===== config.mk =====
export PLATFORM = sky130hd
export DESIGN_NAME = jb_target_predictor
export DESIGN_NICKNAME = d
export VERILOG_FILES = /design/src/rtl/jb_target_predictor.sv
export SDC_FILE = /design/constraint.sdc
export NUM_CORES = 2
export LEC_CHECK = 0
export BUFFER_PORTS_ARGS = -buffer_cell sky130_fd_sc_hd__buf_2
export CORE_MARGIN = 2
export CORE_UTILIZATION = 35
export DETAILED_ROUTE_END_ITERATION = 8
export SYNTH_ARGS = -nofsm -noshare
export SYNTH_HDL_FRONTEND = slang
export SYNTH_SLANG_ARGS = --single-unit

===== constraint.sdc =====
create_clock -name clk -period 6.3 [get_ports clk]
set_input_delay 1.26 -clock clk [delete_from_list [all_inputs] [get_ports clk]]
set_output_delay 1.26 -clock clk [all_outputs]
set_load 0.01 [all_outputs]

===== src/rtl/jb_target_predictor.sv =====
// Direct-mapped branch target buffer with same-cycle lookup and EX-driven training/redirect.
// Optional build macro JB_PREDICTOR_STATS_EN adds 32-bit lookup/hit/update/mispredict counters.
module jb_target_predictor #(
    parameter int IDX_W = 4,
    parameter int TAG_W = 26
) (
    input  logic        clk,
    input  logic        rst,
    input  logic [31:0] fetch_pc,
    output logic        pred_taken,
    output logic [31:0] pred_target,
    input  logic        upd_valid,
    input  logic [31:0] upd_pc,
    input  logic        upd_taken,
    input  logic [31:0] upd_target,
    input  logic        upd_pred_taken,
    input  logic [31:0] upd_pred_target,
    output logic        redirect,
    output logic [31:0] redirect_pc
`ifdef JB_PREDICTOR_STATS_EN
    ,
    output logic [31:0] stat_lookups,
    output logic [31:0] stat_hits,
    output logic [31:0] stat_updates,
    output logic [31:0] stat_mispredicts
`endif
);

    localparam int ENTRIES = 1 << IDX_W;

    logic              valid_q [ENTRIES];
    logic [TAG_W-1:0]  tag_q   [ENTRIES];
    logic [30:0]       tgt_q   [ENTRIES];
    logic [1:0]        ctr_q   [ENTRIES];

    logic [IDX_W-1:0]  f_idx;
    logic [TAG_W-1:0]  f_tag;
    logic              f_hit;
    logic [IDX_W-1:0]  u_idx;
    logic [TAG_W-1:0]  u_tag;
    logic              u_hit;
    logic              unused_bits;

    function automatic logic [1:0] ctr_inc(input logic [1:0] c);
        return (c == 2'b11) ? c : c + 2'b01;
    endfunction

    function automatic logic [1:0] ctr_dec(input logic [1:0] c);
        return (c == 2'b00) ? c : c - 2'b01;
    endfunction

    // Fetch-side lookup: purely combinational from the table registers.
    assign f_idx = fetch_pc[IDX_W+1:2];
    assign f_tag = fetch_pc[31:IDX_W+2];
    assign f_hit = valid_q[f_idx] && (tag_q[f_idx] == f_tag);

    assign pred_taken  = f_hit && ctr_q[f_idx][1];
    assign pred_target = pred_taken ? {tgt_q[f_idx], 1'b0} : 32'd0;

    // Fetch PCs are word aligned, so the low bits never select anything.
    assign unused_bits = ^fetch_pc[1:0];

    // Mispredict detection depends only on the EX-side inputs.
    always_comb begin
        redirect    = 1'b0;
        redirect_pc = 32'd0;
        if (upd_valid) begin
            if (upd_taken && (!upd_pred_taken || (upd_pred_target != upd_target))) begin
                redirect    = 1'b1;
                redirect_pc = upd_target;
            end else if (!upd_taken && upd_pred_taken) begin
                redirect    = 1'b1;
                redirect_pc = upd_pc + 32'd4;
            end
        end
    end

    assign u_idx = upd_pc[IDX_W+1:2];
    assign u_tag = upd_pc[31:IDX_W+2];
    assign u_hit = valid_q[u_idx] && (tag_q[u_idx] == u_tag);

    // Training stage: new contents become visible to lookups on the next cycle.
    always_ff @(posedge clk) begin
        if (rst) begin
            for (int i = 0; i < ENTRIES; i++) begin
                valid_q[i] <= 1'b0;
                tag_q[i]   <= '0;
                tgt_q[i]   <= '0;
                ctr_q[i]   <= 2'b01;
            end
        end else if (upd_valid) begin
            if (u_hit) begin
                if (upd_taken) begin
                    ctr_q[u_idx] <= ctr_inc(ctr_q[u_idx]);
                    tgt_q[u_idx] <= upd_target[31:1];
                end else begin
                    ctr_q[u_idx] <= ctr_dec(ctr_q[u_idx]);
                end
            end else if (upd_taken) begin
                valid_q[u_idx] <= 1'b1;
                tag_q[u_idx]   <= u_tag;
                tgt_q[u_idx]   <= upd_target[31:1];
                ctr_q[u_idx]   <= 2'b10;
            end
        end
    end

`ifdef JB_PREDICTOR_STATS_EN
    always_ff @(posedge clk) begin
        if (rst) begin
            stat_lookups     <= 32'd0;
            stat_hits        <= 32'd0;
            stat_updates     <= 32'd0;
            stat_mispredicts <= 32'd0;
        end else begin
            stat_lookups <= stat_lookups + 32'd1;
            if (f_hit)
                stat_hits <= stat_hits + 32'd1;
            if (upd_valid)
                stat_updates <= stat_updates + 32'd1;
            if (redirect)
                stat_mispredicts <= stat_mispredicts + 32'd1;
        end
    end
`endif

endmodule


Yosys cells after proc, flatten, opt, wreduce, memory -nomap -nowiden
Memories as Yosys holds them, arrays and structs flattened.
Index checks and enable logic that the tools add are counted.
{"block": "word_totals", "ff_bits": 0, "latch_bits": 0, "mem_bits_rw": 960, "romBits": 0, "inputBits": 133, "out_inout_bits": 66, "word_cells": 67, "n_memories": 4}
{"block": "classes", "addsub": 3, "mul": 0, "div": 0, "order_cmp": 0, "eq_ne": 4, "shift": 0, "muxes": 40, "bitwise": 3, "n_reduce_logical": 13}
{"memory": "tgt_q", "depth": 16, "word_bits": 31, "rd": 1, "rd_ports_with_merged_regs": 0, "write_ports": 16, "line": "33", "text": "logic [30:0] tgt_q [ENTRIES];"}
{"memory": "tag_q", "depth": 16, "word_bits": 26, "rd": 2, "rd_ports_with_merged_regs": 0, "write_ports": 16, "line": "32", "text": "logic [TAG_W-1:0] tag_q [ENTRIES];"}
{"memory": "ctr_q", "depth": 16, "word_bits": 2, "rd": 2, "rd_ports_with_merged_regs": 0, "write_ports": 16, "line": "34", "text": "logic [1:0] ctr_q [ENTRIES];"}
{"memory": "valid_q", "depth": 16, "word_bits": 1, "rd": 2, "rd_ports_with_merged_regs": 0, "write_ports": 16, "line": "31", "text": "logic valid_q [ENTRIES];"}
{"cell": "$mux W32", "n": 4}
{"cell": "$mux W31", "n": 2}
{"cell": "$eq A26 B26 Y1", "n": 2}
{"cell": "$add A32 B3 Y32 const B", "n": 1}
{"cell": "$ne A32 B32 Y1", "n": 1}
{"cell": "$reduce_or A31 Y1", "n": 1}
{"cell": "$mux W26", "n": 1}
{"cell": "$reduce_or A26 Y1", "n": 1}
{"cell": "$mux W1", "n": 24}
{"cell": "$mux W4", "n": 4}
{"cell": "$mux W2", "n": 5}
{"cell": "$logic_and A1 B1 Y1", "n": 5}
{"cell": "$or A1 B1 Y1", "n": 3}
{"cell": "$add A2 B1 Y2 const B", "n": 1}
{"cell": "$eq A2 B2 Y1 const B", "n": 1}
{"cell": "$logic_not A1 Y1", "n": 2}
{"cell": "$logic_not A2 Y1", "n": 1}
{"cell": "$reduce_or A2 Y1", "n": 1}
{"cell": "$sub A2 B1 Y2 const B", "n": 1}
{"cell": "$logic_or A1 B1 Y1", "n": 1}
{"cell": "$reduce_or A1 Y1", "n": 1}

Longest topological paths before layout
An unclocked memory read counts as a cell.
{"block": "depth", "depth_word": 11, "depth_mapped": 17, "mapped_depth_nobuf": 10}

Least setup slack after synthesis
No wires, ideal clock.
{"block": "synth_path", "kind": "input to register", "start": "input port upd_pc[2]", "end": "memory tgt_q[4][0] (enable)", "setup_ns": 0.462, "arrival_time_ns": 5.307, "required_time_ns": 5.838, "setup_slack_ns": 0.531, "stages": 11, "n_path_buf": 7, "path_cell_list": "buf_6 > buf_6 > buf_6 > buf_4 > buf_2 > buf_2 > buf_2 > inv_1 > ha_1 > nand2_1 > o21ai_0"}
{"item": "start, declared", "line": "13", "text": "input logic [31:0] upd_pc,"}
{"item": "end, declared", "line": "33"}

Final worst setup path
{"block": "layout_path", "start": "input port upd_pc[2]", "end": "output port redirect_pc[30]"}
{"block": "layout_between", "elab_chain_len": 4}
{"item": "$add A32 B3 Y32", "line": "73", "text": "redirect_pc = upd_pc + 32'd4;"}
{"item": "$mux W32", "line": "71", "text": "end else if (!upd_taken && upd_pred_taken) begin"}
{"item": "$mux W32", "line": "68", "text": "if (upd_taken && (!upd_pred_taken || (upd_pred_target != upd_target))) begin"}
{"item": "$mux W32", "line": "67", "text": "if (upd_valid) begin"}
{"item": "end, declared", "line": "19", "text": "output logic [31:0] redirect_pc"}
Every way passes these cells.

==> results.json <==
{
  "clock-sinks": 960,
  "place_area_sq_um": 53400,
  "die_y_microns": 380,
  "numCtsBuffers": 102,
  "synth_nets": 3500,
  "yosys.area.top_type": "edfxtp_1",
  "clock-skew-final_ns": 0.0285,
  "slew_viol_final": 0,
  "pwr-share-seq": 0.497,
  "netlist_top_cells_count": "edfxtp_1, and2_1, and3_1",
  "row_count": 138,
  "p_total_w": 0.0150,
  "critPathArrivalTime_ns": 4.67,
  "grt_antenna_before_repair": 19,
  "critical_path.top_delay_family": "simple AND/OR/NAND/NOR gates",
  "drc": 0,
  "wirelength_mm": 173,
  "route.vias.total": 31927,
  "synth.top_cell.area_share": 0.573,
  "relSlewSlack": 0.173,
  "vias_per_cell": 5.88,
  "intPower_w": 0.0112,
  "port_buffers": 195,
  "gp_congestion": 0.871,
  "startpoint_type": "input port",
  "area_growth_syn_to_layout_pct": 14.2,
  "power_density_nw_per_um2": 266,
  "drive_above_1_share": 0.278,
  "dp_hpwl_mm": 104,
  "grt_pass1_wl_mm": 243,
  "dr.pass1.iters": 6,
  "clkLatencyLatePin_ns": 0.74,
  "async_flop_share": 0,
  "cts_tree": "done",
  "cts_max_level": 3,
  "grt_overflow": 0,
  "hold_ws_ns": 0.493,
  "switchingPower_w": 0.00379,
  "cts_buffer_depth": 3,
  "cts-resized-gates": 0,
  "crit_type": "input port to primary output",
  "hp-class": "flop to flop",
  "design.core.area_sq_um": 141000,
  "synth.avg_cell_area_sq_um": 14.7,
  "gr-usage-all-layers": 0.235,
  "maxCapViolCount": 0,
  "p_leak_nw": 21.0,
  "drt_first_iter_violations": 4273,
  "cpPeakStageDelay_ns": 0.52,
  "fin_ws_ns": 0.372,
  "status": "finished, final reports clean",
  "layout.nets": 3594,
  "hold_viol": 0,
  "ys.flop_type": "edfxtp_1",
  "tightest_slew_ns": 1.24,
  "dieArea_sq_um": 144000,
  "root_buffer": "clkbuf_16",
  "clk_pin_slew_ns": 0.06,
  "crit_chain": "buf_8, ha_1, nand3_1, or3_1, nor2_1, nand4_1, nor3_1, nand2_1, xnor2_1, a22oi_1, nor2b_1, buf_2",
  "synth_edf_count": 944,
  "dpl_worst_slack_ns": 0.472,
  "stdcell_area_sq_um": 56500,
  "post_cts_buffers": 0,
  "synth.distinct_cells": 67,
  "worst-path-buf-inv": 2,
  "fp.dieW_microns": 380,
  "period_needed_ns": 5.93,
  "first_global_vias": 31828,
  "hold_buffers": 0,
  "power_frac_clock": 0.388,
  "fin_crit_sh": 0.941,
  "cp_max_fo": 34,
  "vdd.ir_drop.worst_mv": 0.249,
  "crit_required_ns": 5.04,
  "pin_count": 199,
  "slowest_stage": "nor3_1",
  "synthCells": 3363,
  "start_util": 0.351,
  "end_kind": "primary output",
  "grt_max_degree": 120,
  "final_antenna_net_count": 0,
  "synth.cell_area_sq_um": 49500,
  "yosysMostFrequentCell": "edfxtp_1",
  "detail_route.wl_per_cell_microns": 31.8,
  "synth.yosys.seq_area_share": 0.579,
  "ys_ff_latch": 960,
  "netSwitchingFraction": 0.252,
  "rsz0062_at_grt": "no",
  "max_freq_mhz": 169,
  "tns_ns": 0,
  "setup_viol": 0,
  "yosys_warnings": 0,
  "synth_area_leaders": "edfxtp_1, mux4_2, and2_1, and3_1, clkbuf_1",
  "pwr-share-comb": 0.115
}
-- state kept, by name, indices dropped and copies added, names as in the netlist --
signal	flops
ctr_q	32
valid_q	16
tgt_q	496
tag_q	416
-- power by group through the flow --
| stage | combinational [W] | sequential (W) | clock [W] |
|---|---|---|---|
| 3_5_place_dp | 0.00172 | 0.00759 | 0 |
| 5_1_grt | 0.00180 | 0.00749 | 0.00613 |
| 3_3_place_gp | 0.00171 | 0.00758 | 0 |
| 4_1_cts | 0.00172 | 0.00746 | 0.00591 |
| 2_1_floorplan | 0.00102 | 0.00755 | 0 |
| 6_report | 0.00173 | 0.00747 | 0.00584 |
-- metrics by stage --
step	utilization	std cells
floorplan	-	3363
global placement	0.378	5243
detailed placement	0.378	5243
CTS	0.401	5427
global route	0.401	5428
finish	0.401	5431
-- worst paths after layout --
check	end	depth (start not counted)	slack [ns]	startpoint
hold reg to reg	valid_q[1]$_DFF_P_	1	0.49	valid_q[1]$_DFF_P_
setup reg to reg	tag_q[15][17]$_SDFFCE_PN0P_	9	1.98	tag_q[3][13]$_SDFFCE_PN0P_
setup / recovery	redirect_pc[30]	12	0.37	upd_pc[2]
hold / removal	valid_q[1]$_DFF_P_	1	0.49	valid_q[1]$_DFF_P_
-- per-layer routing --
metal / vias up / part of all wire / track usage
met1: 16583 / 0.39 / 0.313
met4: 10 / 0.040 / 0.0901
li1: 13082 / - / -
met3: 347 / 0.098 / 0.0460
met2: 1905 / 0.47 / 0.381
met5: - / 0.00036 / 0
-- placed cells by master, fill, tap and decap left out, types with 12 or more instances in the layout --
cell type,instances
edfxtp_1,944
and2_1,507
and3_1,421
mux4_2,380
buf_2,189
buf_4,164
clkbuf_16,102
xnor2_1,71
mux2i_1,70
nor2b_1,69
nand2_1,58
xor2_1,46
a22oi_1,46
nand4_1,37
buf_12,32
clkinv_1,31
nand3_1,26
nor2_1,23
or2_2,23
nand2b_1,21
a21oi_1,21
a21o_1,18
nor3_1,17
clkinv_2,17
o21ai_0,16
clkbuf_1,16
dfxtp_1,16
nor2_4,12
o21ai_4,12
-- final cells by class --
type	instances	area, sq um
Antenna cell	4	10.0
Clock buffer	118	2610
Clock inverter	66	539
Fill cell	12898	84500
Inverter	10	37.5
Multi-Input combinational cell	1994	19400
Sequential cell	960	28700
Tap cell	1890	2360
Timing Repair Buffer	389	2870
-- cells by family after synthesis --
family / after synthesis / synth area share
buffers and inverters: 409 / 0.0338
other: 1 / 0.0000757
adder cells (fa/ha/maj): 4 / 0.00101
AO/OA/AOI/OAI: 170 / 0.0246
AND/OR/NAND/NOR: 1241 / 0.151
multiplexers: 461 / 0.189
flip-flops: 960 / 0.579
XOR/XNOR: 117 / 0.0207
Note: power is estimated with default switching activity, not from simulation.
